## src/rtl/uart_tx_queue_if.sv

```systemverilog
// Byte-write handshake between a CPU-side producer and the UART transmit queue.
// The producer drives the strobe and byte; the queue answers with ready.
interface uart_tx_queue_if;
  logic       uartWriteReq;
  logic [7:0] uartWriteData;
  logic       uartWriteReady;

  modport master (
    output uartWriteReq,
    output uartWriteData,
    input  uartWriteReady
  );

  modport slave (
    input  uartWriteReq,
    input  uartWriteData,
    output uartWriteReady
  );
endinterface

```

## src/rtl/uart_tx_queue.sv

```systemverilog
// UART transmitter fed by a 2^DEPTH_LOG2-byte FIFO; 8N1 framing by default,
// 8E1 (even parity bit between data and stop) when UART_TX_PARITY_EN is defined.
module uart_tx_queue #(
  parameter int CLKS_PER_BIT = 434,
  parameter int DEPTH_LOG2   = 3
) (
  input  logic                clk,
  input  logic                reset,
  uart_tx_queue_if.slave      wr,
  output logic                txd,
  output logic                txBusy,
  output logic [DEPTH_LOG2:0] fifoCount
);

  localparam int                DEPTH     = 1 << DEPTH_LOG2;
  localparam logic [DEPTH_LOG2:0] FULL    = (DEPTH_LOG2 + 1)'(DEPTH);
  localparam logic [15:0]       BAUD_LAST = 16'(CLKS_PER_BIT - 1);

  typedef enum logic [2:0] {
    S_IDLE,
    S_START,
    S_DATA,
`ifdef UART_TX_PARITY_EN
    S_PARITY,
`endif
    S_STOP
  } state_t;

  state_t                state_q, state_d;
  logic [15:0]           baud_q, baud_d;
  logic [2:0]            bit_q, bit_d;
  logic [7:0]            shreg_q, shreg_d;
  logic                  txd_d;
  logic                  pop;
  logic                  push;
  logic                  armed_q;
  logic [DEPTH_LOG2-1:0] wr_ptr, rd_ptr;
  logic [DEPTH_LOG2:0]   count_q;
  logic [7:0]            mem [DEPTH];
  logic                  bit_end;

  assign wr.uartWriteReady = (count_q < FULL);
  assign fifoCount         = count_q;
  assign txBusy            = (state_q != S_IDLE) || (count_q != '0);

  // armed_q stays low through the first edge after reset release so that
  // edge never accepts a byte.
  assign push = wr.uartWriteReq & wr.uartWriteReady & armed_q;

  // NOTE: FIFO storage has no reset; count and pointers alone define validity.
  always_ff @(posedge clk) begin
    if (push) mem[wr_ptr] <= wr.uartWriteData;
  end

  // NOTE: sequential state uses non-blocking assignments so every register
  // samples pre-edge values regardless of statement order.
  always_ff @(posedge clk or negedge reset) begin
    if (!reset) begin
      wr_ptr  <= '0;
      rd_ptr  <= '0;
      count_q <= '0;
      armed_q <= 1'b0;
    end else begin
      armed_q <= 1'b1;
      if (push) wr_ptr <= wr_ptr + DEPTH_LOG2'(1);
      if (pop)  rd_ptr <= rd_ptr + DEPTH_LOG2'(1);
      case ({push, pop})
        2'b10:   count_q <= count_q + (DEPTH_LOG2 + 1)'(1);
        2'b01:   count_q <= count_q - (DEPTH_LOG2 + 1)'(1);
        default: count_q <= count_q;
      endcase
    end
  end

  always_ff @(posedge clk or negedge reset) begin
    if (!reset) begin
      state_q <= S_IDLE;
      baud_q  <= '0;
      bit_q   <= '0;
      shreg_q <= '0;
      txd     <= 1'b1;
    end else begin
      state_q <= state_d;
      baud_q  <= baud_d;
      bit_q   <= bit_d;
      shreg_q <= shreg_d;
      txd     <= txd_d;
    end
  end

  assign bit_end = (baud_q == BAUD_LAST);

  // NOTE: every output of this block is defaulted first so no path infers a latch.
  always_comb begin
    state_d = state_q;
    baud_d  = bit_end ? 16'd0 : baud_q + 16'd1;
    bit_d   = bit_q;
    shreg_d = shreg_q;
    txd_d   = 1'b1;
    pop     = 1'b0;

    case (state_q)
      S_IDLE: begin
        baud_d = 16'd0;
        if (count_q != '0) begin
          pop     = 1'b1;
          shreg_d = mem[rd_ptr];
          bit_d   = 3'd0;
          state_d = S_START;
        end
      end
      S_START: begin
        txd_d = 1'b0;
        if (bit_end) state_d = S_DATA;
      end
      S_DATA: begin
        txd_d = shreg_q[bit_q];
        if (bit_end) begin
          bit_d = bit_q + 3'd1;
          if (bit_q == 3'd7) begin
`ifdef UART_TX_PARITY_EN
            state_d = S_PARITY;
`else
            state_d = S_STOP;
`endif
          end
        end
      end
`ifdef UART_TX_PARITY_EN
      S_PARITY: begin
        txd_d = ^shreg_q;
        if (bit_end) state_d = S_STOP;
      end
`endif
      S_STOP: begin
        txd_d = 1'b1;
        if (bit_end) begin
          // Back-to-back frames: a queued byte skips IDLE entirely.
          if (count_q != '0) begin
            pop     = 1'b1;
            shreg_d = mem[rd_ptr];
            bit_d   = 3'd0;
            state_d = S_START;
          end else begin
            state_d = S_IDLE;
          end
        end
      end
      default: begin
        state_d = S_IDLE;
        baud_d  = 16'd0;
      end
    endcase
  end

endmodule

```

## src/flat_wrapper.sv

```systemverilog
// flat-port wrapper written by rule: the top's interface ports become plain ports
module uart_tx_queue_flat 
#(
  parameter int CLKS_PER_BIT = 434,
  parameter int DEPTH_LOG2   = 3
)
  (clk, reset, txd, txBusy, fifoCount, wr_uartWriteReq, wr_uartWriteData, wr_uartWriteReady);
  uart_tx_queue_if wr_i ();
  input  logic clk;
  input  logic reset;
  output logic txd;
  output logic txBusy;
  output logic [DEPTH_LOG2:0] fifoCount;
  input wire logic [$bits(wr_i.uartWriteReq)-1:0] wr_uartWriteReq;
  input wire logic [$bits(wr_i.uartWriteData)-1:0] wr_uartWriteData;
  output wire logic [$bits(wr_i.uartWriteReady)-1:0] wr_uartWriteReady;
  assign wr_i.uartWriteReq = wr_uartWriteReq;
  assign wr_i.uartWriteData = wr_uartWriteData;
  assign wr_uartWriteReady = wr_i.uartWriteReady;
  uart_tx_queue #(.CLKS_PER_BIT(CLKS_PER_BIT), .DEPTH_LOG2(DEPTH_LOG2)) u_core (.clk(clk), .reset(reset), .wr(wr_i), .txd(txd), .txBusy(txBusy), .fifoCount(fifoCount));
endmodule
```

## config.mk

```make
export PLATFORM = sky130hd
export DESIGN_NAME = uart_tx_queue_flat
export DESIGN_NICKNAME = d
export VERILOG_FILES = /design/src/rtl/uart_tx_queue_if.sv /design/src/rtl/uart_tx_queue.sv /design/src/flat_wrapper.sv
export SDC_FILE = /design/constraint.sdc
export NUM_CORES = 1
export LEC_CHECK = 0
export BUFFER_PORTS_ARGS = -buffer_cell sky130_fd_sc_hd__buf_2
export CORE_MARGIN = 5
export CORE_UTILIZATION = 55
export CTS_CLUSTER_DIAMETER = 60
export DETAILED_ROUTE_END_ITERATION = 8
export PLACE_DENSITY = 0.7
export SYNTH_ARGS = -nofsm -noshare
export SYNTH_HDL_FRONTEND = slang
export SYNTH_SLANG_ARGS = --single-unit
```

## constraint.sdc

```tcl
create_clock -name clk -period 3.4 [get_ports clk]
set_input_delay 0.68 -clock clk [delete_from_list [all_inputs] [get_ports clk]]
set_output_delay 0.68 -clock clk [all_outputs]
set_load 0.02 [all_outputs]
```

# Word level (Yosys, flattened, before mapping)
# Memory sizes are Yosys's and may differ from the RTL's.
# Index checks and enable logic that the tools add are counted.
[word_totals]
regBits = 42
latch_bits = 0
ramBits = 64
rom_bits = 0
in_bits = 11
output_inout_bits = 7
wordCells = 68
memories = 1
[memory_table]
columns = ["memory", "words", "word_bits", "read_ports", "rd_clocked_by_memory_dff", "wr", "line", "rtl"]
rows = [
  ["u_core.mem", 8, 8, 1, 0, 1, "uart_tx_queue.sv:39", "logic [7:0] mem [DEPTH];"],
]
[classes]
add_sub_neg = 6
mul = 0
div_mod_pow = 0
n_lt_le_gt_ge = 2
eq_ne = 12
shift = 0
muxes = 25
bitwise = 2
reduce_logical = 11
[ops]
columns = ["operator", "n"]
rows = [
  ["$mux W16", 2],
  ["$mux W3", 8],
  ["$add A16 B1 Y16 const B", 1],
  ["$eq A16 B9 Y1 const B", 1],
  ["$mux W8", 2],
  ["$pmux W8 S2", 1],
  ["$pmux W3 S4", 1],
  ["$ne A2 B1 Y1 const B", 5],
  ["$add A3 B1 Y3 const B", 3],
  ["$pmux W3 S3", 1],
  ["$pmux W4 S2", 1],
  ["$eq A3 B2 Y1 const B", 2],
  ["$mux W1", 6],
  ["$reduce_bool A3 Y1", 2],
  ["$reduce_and A5 Y1", 1],
  ["$add A4 B1 Y4 const B", 1],
  ["$lt A3 B4 Y1 const B", 1],
  ["$lt A4 B4 Y1 const B", 1],
  ["$pmux W1 S2", 2],
  ["$reduce_bool A2 Y1", 2],
  ["$reduce_bool A4 Y1", 1],
  ["$sub A4 B1 Y4 const B", 1],
  ["$bmux W1 S3", 1],
  ["$eq A3 B1 Y1 const B", 1],
  ["other kinds (9)", 10],
]

# Longest topological paths before layout
[depth]
word_depth = 6
mapped_depth = 14
ltp_nobuf = 13

# Least setup slack after synthesis
# OpenSTA, ideal clock, no wires.
[synth_path]
path_kind = "register to register"
startpoint = "register u_core.baud_q[11]"
endpoint = "register u_core.count_q[2] (netlist: u_core.fifoCount[2])"
setup_time_ns = 0.134
t_arrival_ns = 2.658
required_time_ns = 3.266
slack_ns = 0.608
stages_incl_launch_ff = 13
path_buffers = 1
synth_period_minus_slack_ns = 2.792
cell_sequence = "dfrtp_1 or4_1 nor4_1 o21ai_0 inv_1 ha_1 clkbuf_1 xor2_1 ha_1 a21oi_1 xor2_1 nor2_1 xor2_1"
[synth_via]
elab_chain_cells = 5
word_cells_on_any_way = 7
cone_classes = "eq/ne (3); mux (3); reduce/logical (1)"
[synth_lines]
columns = ["item", "line", "rtl"]
rows = [
  ["start: declaration", "uart_tx_queue.sv:30", "logic [15:0] baud_q, baud_d;"],
  ["start signal: assignment", "uart_tx_queue.sv:84", "baud_q <= baud_d;"],
  ["$eq A16 B9 Y1 *", "uart_tx_queue.sv:91", "assign bit_end = (baud_q == BAUD_LAST);"],
  ["$mux W1 *", "uart_tx_queue.sv:137", "if (bit_end) begin"],
  ["$pmux W1 S2 *", "uart_tx_queue.sv:102", "case (state_q)"],
  ["named net u_core.pop", "uart_tx_queue.sv:34", "logic pop;"],
  ["$eq A2 B1 Y1 or $eq A2 B2 Y1 (tied branches)", "uart_tx_queue.sv:67", "case ({push, pop})"],
  ["$pmux W4 S2 or $reduce_bool A2 Y1 (tied branches)", "-", ""],
  ["end signal: assignment", "uart_tx_queue.sv:68", "2'b10: count_q <= count_q + (DEPTH_LOG2 + 1)'(1);"],
  ["end signal: assignment", "uart_tx_queue.sv:69", "2'b01: count_q <= count_q - (DEPTH_LOG2 + 1)'(1);"],
  ["end signal: assignment", "uart_tx_queue.sv:70", "default: count_q <= count_q;"],
  ["end: declaration", "uart_tx_queue.sv:38", "logic [DEPTH_LOG2:0] count_q;"],
]
# The timed path passes the listed nets; every way through them passes the cells marked *.
# A chain may end at the register's enable or synchronous reset.

# Worst setup path in the final report
[layout_path]
startpoint = "register u_core.baud_q[1]"
endpoint = "register u_core.count_q[2] (netlist: u_core.fifoCount[2])"
# Same word-level chain as after synthesis.

==> results.cfg <==
[die]
io_pins = 18
coreArea_um2 = 8180
die-area_um2 = 10200
rows = 33
initial_core_util = 0.560
die_h_um = 101
chipWidth_um = 101

[critical_path]
crit_type = register to register
path_cells = inv_1, ha_1, or4bb_1, nor4_1, o21ai_0, inv_1, ha_1, xor2_1, ha_1, a21oi_1, xor2_1, nor2_1, xor2_1
cp_num_buf_inv = 2
r2r-start = u_core.baud_q[1]$_DFF_PN0_
crit_family = simple AND/OR/NAND/NOR gates
critical_path_required_ps = 3650
worst-endpoint-arrival_ps = 3300
path_max_fanout = 6
crit_path_start = u_core.baud_q[1]$_DFF_PN0_
cp_slowest_stage_delay_ps = 490
end_kind = register
startpoint_type = register
crit_slowest_cell = or4bb_1

[global_routing]
antenna_found_initial = 0
grt_pass1_vias = 2492
grt_pass1_wl_mm = 12.6
grt_max_degree = 42
track_usage = 0.164
grt.overflow.total = 0

[place]
port_buffers = 17
preCtsSetupSlack_ps = 377
hpwl_mm = 5.18
placed_area_um2 = 4810
place.gp.congestion = 0.852

[synthesis]
ys_seq_area_frac = 0.645
synth_edf_count = 64
mappedNetlistArea_um2 = 4580
syn_nets = 325
synth-warning-count = 0
synth_area_per_cell_um2 = 15.2
synth_top_area_frac = 0.420
synthFlopType = edfxtp_1
syn_inst = 301
synth_top_cell_by_area = edfxtp_1
ys_ff_latch = 105
synth_cell_type_count = 42
async_flop_share = 0.390
synth_area_leaders = edfxtp_1 42%, dfrtp_1 22%, mux4_2 8.9%, mux2_2 4.9%, ha_1 3.6%

[clock_network]
cts_tree = built
hold_buffers = 0
post_cts_buffers = 0
clk_path_buf_depth = 2
cts-resized-gates = 0
clock-sinks = 105
numCtsBuffers = 9
clkSlewWorstSetupHoldPaths_ps = 100
cts_root_buffer = clkbuf_8
h-tree-depth = 3
clk_latency_ps = 360

[routing]
num_vias = 2421
drc_errors = 0
antenna_left = 0
dr.first_iter.drc_count = 110
first_pass_iters = 4
totalWireLength_mm = 7.43
via_per_inst = 5.51
wl_per_cell_um = 16.9

[cells_and_area]
area_growth_pct = 9.57
diodes = 0
layout_common_cells = 64 x edfxtp_1, 40 x dfrtp_1, 26 x nor2_1, 20 x mux2_2, 18 x mux4_2
final_util = 0.613
final_cell_area_um2 = 5010
final_common_cell = edfxtp_1
nets = 353
drive_gt1_frac = 0.260

[timing]
layout_min_cycle_time_ps = 3050
max_slew_margin = 0.410
finalSetupTns_ps = 0
fin_ws_ps = 349
clock.fmax_mhz = 328
grt_setup_unrepaired = no
slew_viol_final = 0
setup_viol = 0
tightestPinTransition_ps = 886
skew_ps = 13.8
period_share = 0.897
hold_viol_final = 0

[power]
power_density_nw_per_um2 = 510
ir_drop_mv = 0.289
p_leak_uw = 0.00191
total_power_uw = 2560

[run_status]
status = complete, no violations

[flow_run]
max-cap-violations = 0

[worst_hold_path]
hp-class = input pin to async pin
stage by stage:
step | cells | hold slack, ps
after CTS | 439 | 464
after detailed placement | 423 | 495
after global routing | 439 | 521
after floorplan | 301 | 384
final | 439 | 430
after global placement | 423 | 486
report_power, final:
group | internal, uW | switching [uW] | total (uW) | leakage, uW
clock | 347 | 420 | 767 | 0.0000996
sequential | 1440 | 69.0 | 1510 | 0.00109
combinational | 115 | 165 | 280 | 0.000719
total | 1900 | 653 | 2560 | 0.00191
flip-flops by register name, summed over array words and instances, names as in the netlist:
name / cells
u_core.armed_q: 1
u_core.baud_q: 16
u_core.bit_q: 3
u_core.fifoCount: 4
u_core.mem: 64
u_core.rd_ptr: 3
u_core.shreg_q: 8
u_core.state_q: 2
u_core.txd: 1
u_core.wr_ptr: 3
cells by family (layout without fill, tap and decap cells):
kind of cell               Yosys count  in the layout  synth area share
AOI/OAI and AO/OA                   19             19            0.0260
buffers and inverters               21             54            0.0197
and+or+nand+nor                     83             83            0.0954
other                                1              1          0.000820
DFF                                105            105             0.645
adders and majority gates           13             13            0.0355
xor gates and xnor gates            21             21            0.0402
muxes                               38             38             0.138
cell type report:
| class | instances | area (um^2) |
|---|---|---|
| clock inverter | 7 | 75.1 |
| multi-input combinational | 175 | 1540 |
| clock buffer | 9 | 124 |
| sequential | 105 | 2950 |
| timing repair buffer | 26 | 153 |
| fill | 648 | 3160 |
| inverter | 12 | 45.0 |
| tap | 105 | 131 |
worst paths after layout:
| check | endpoint | slack [ps] | cells past startpoint |
|---|---|---|---|
| worst max-delay path | u_core.fifoCount[2]$_DFFE_PN0P_ | 350 | 13 |
| worst min-delay path | u_core.bit_q[2]$_DFFE_PN0P_ | 430 | 1 |
| worst max register to register | u_core.fifoCount[2]$_DFFE_PN0P_ | 350 | 13 |
| worst min register to register | u_core.shreg_q[0]$_DFFE_PN0P_ | 510 | 1 |
| max in group asynchronous | u_core.shreg_q[3]$_DFFE_PN0P_ | 2410 | 1 |
| min in group clk | u_core.shreg_q[0]$_DFFE_PN0P_ | 510 | 1 |
worst reg2reg max path, delay by kind of cell, from the launching register on:
family,cells,cell delay [ps]
AND/OR/NAND/NOR,3,890
adder cells (fa/ha/maj),3,620
XOR/XNOR,3,420
flip-flops,1,420
AO/OA/AOI/OAI,2,400
buffers and inverters,2,200
cells in the mapped netlist (2+ instances only):
cell       n
a21oi_1    6
and3_1     6
buf_2      2
clkbuf_1   4
dfrtp_1   40
edfxtp_1  64
ha_1      13
inv_1     12
mux2_2    20
mux4_2    18
nand2_1   14
nand2b_1   3
nand3_1    9
nand4_1    4
nor2_1    26
nor3_1     6
nor4_1     3
o21ai_0    7
or4_1      2
xnor2_1   12
xor2_1     9
metal layers:
| metal | up-vias | track usage | share of wire | wire length [um] |
|---|---|---|---|---|
| li1 | 1171 | - | - | - |
| met1 | 1207 | 0.226 | 0.46 | 3410 |
| met2 | 32 | 0.263 | 0.50 | 3710 |
| met3 | 11 | 0.0303 | 0.025 | 189 |
| met4 | 0 | 0.0624 | 0.018 | 131 |
| met5 | - | 0 | 0 | 0 |
(Power assumes the default switching activity.)
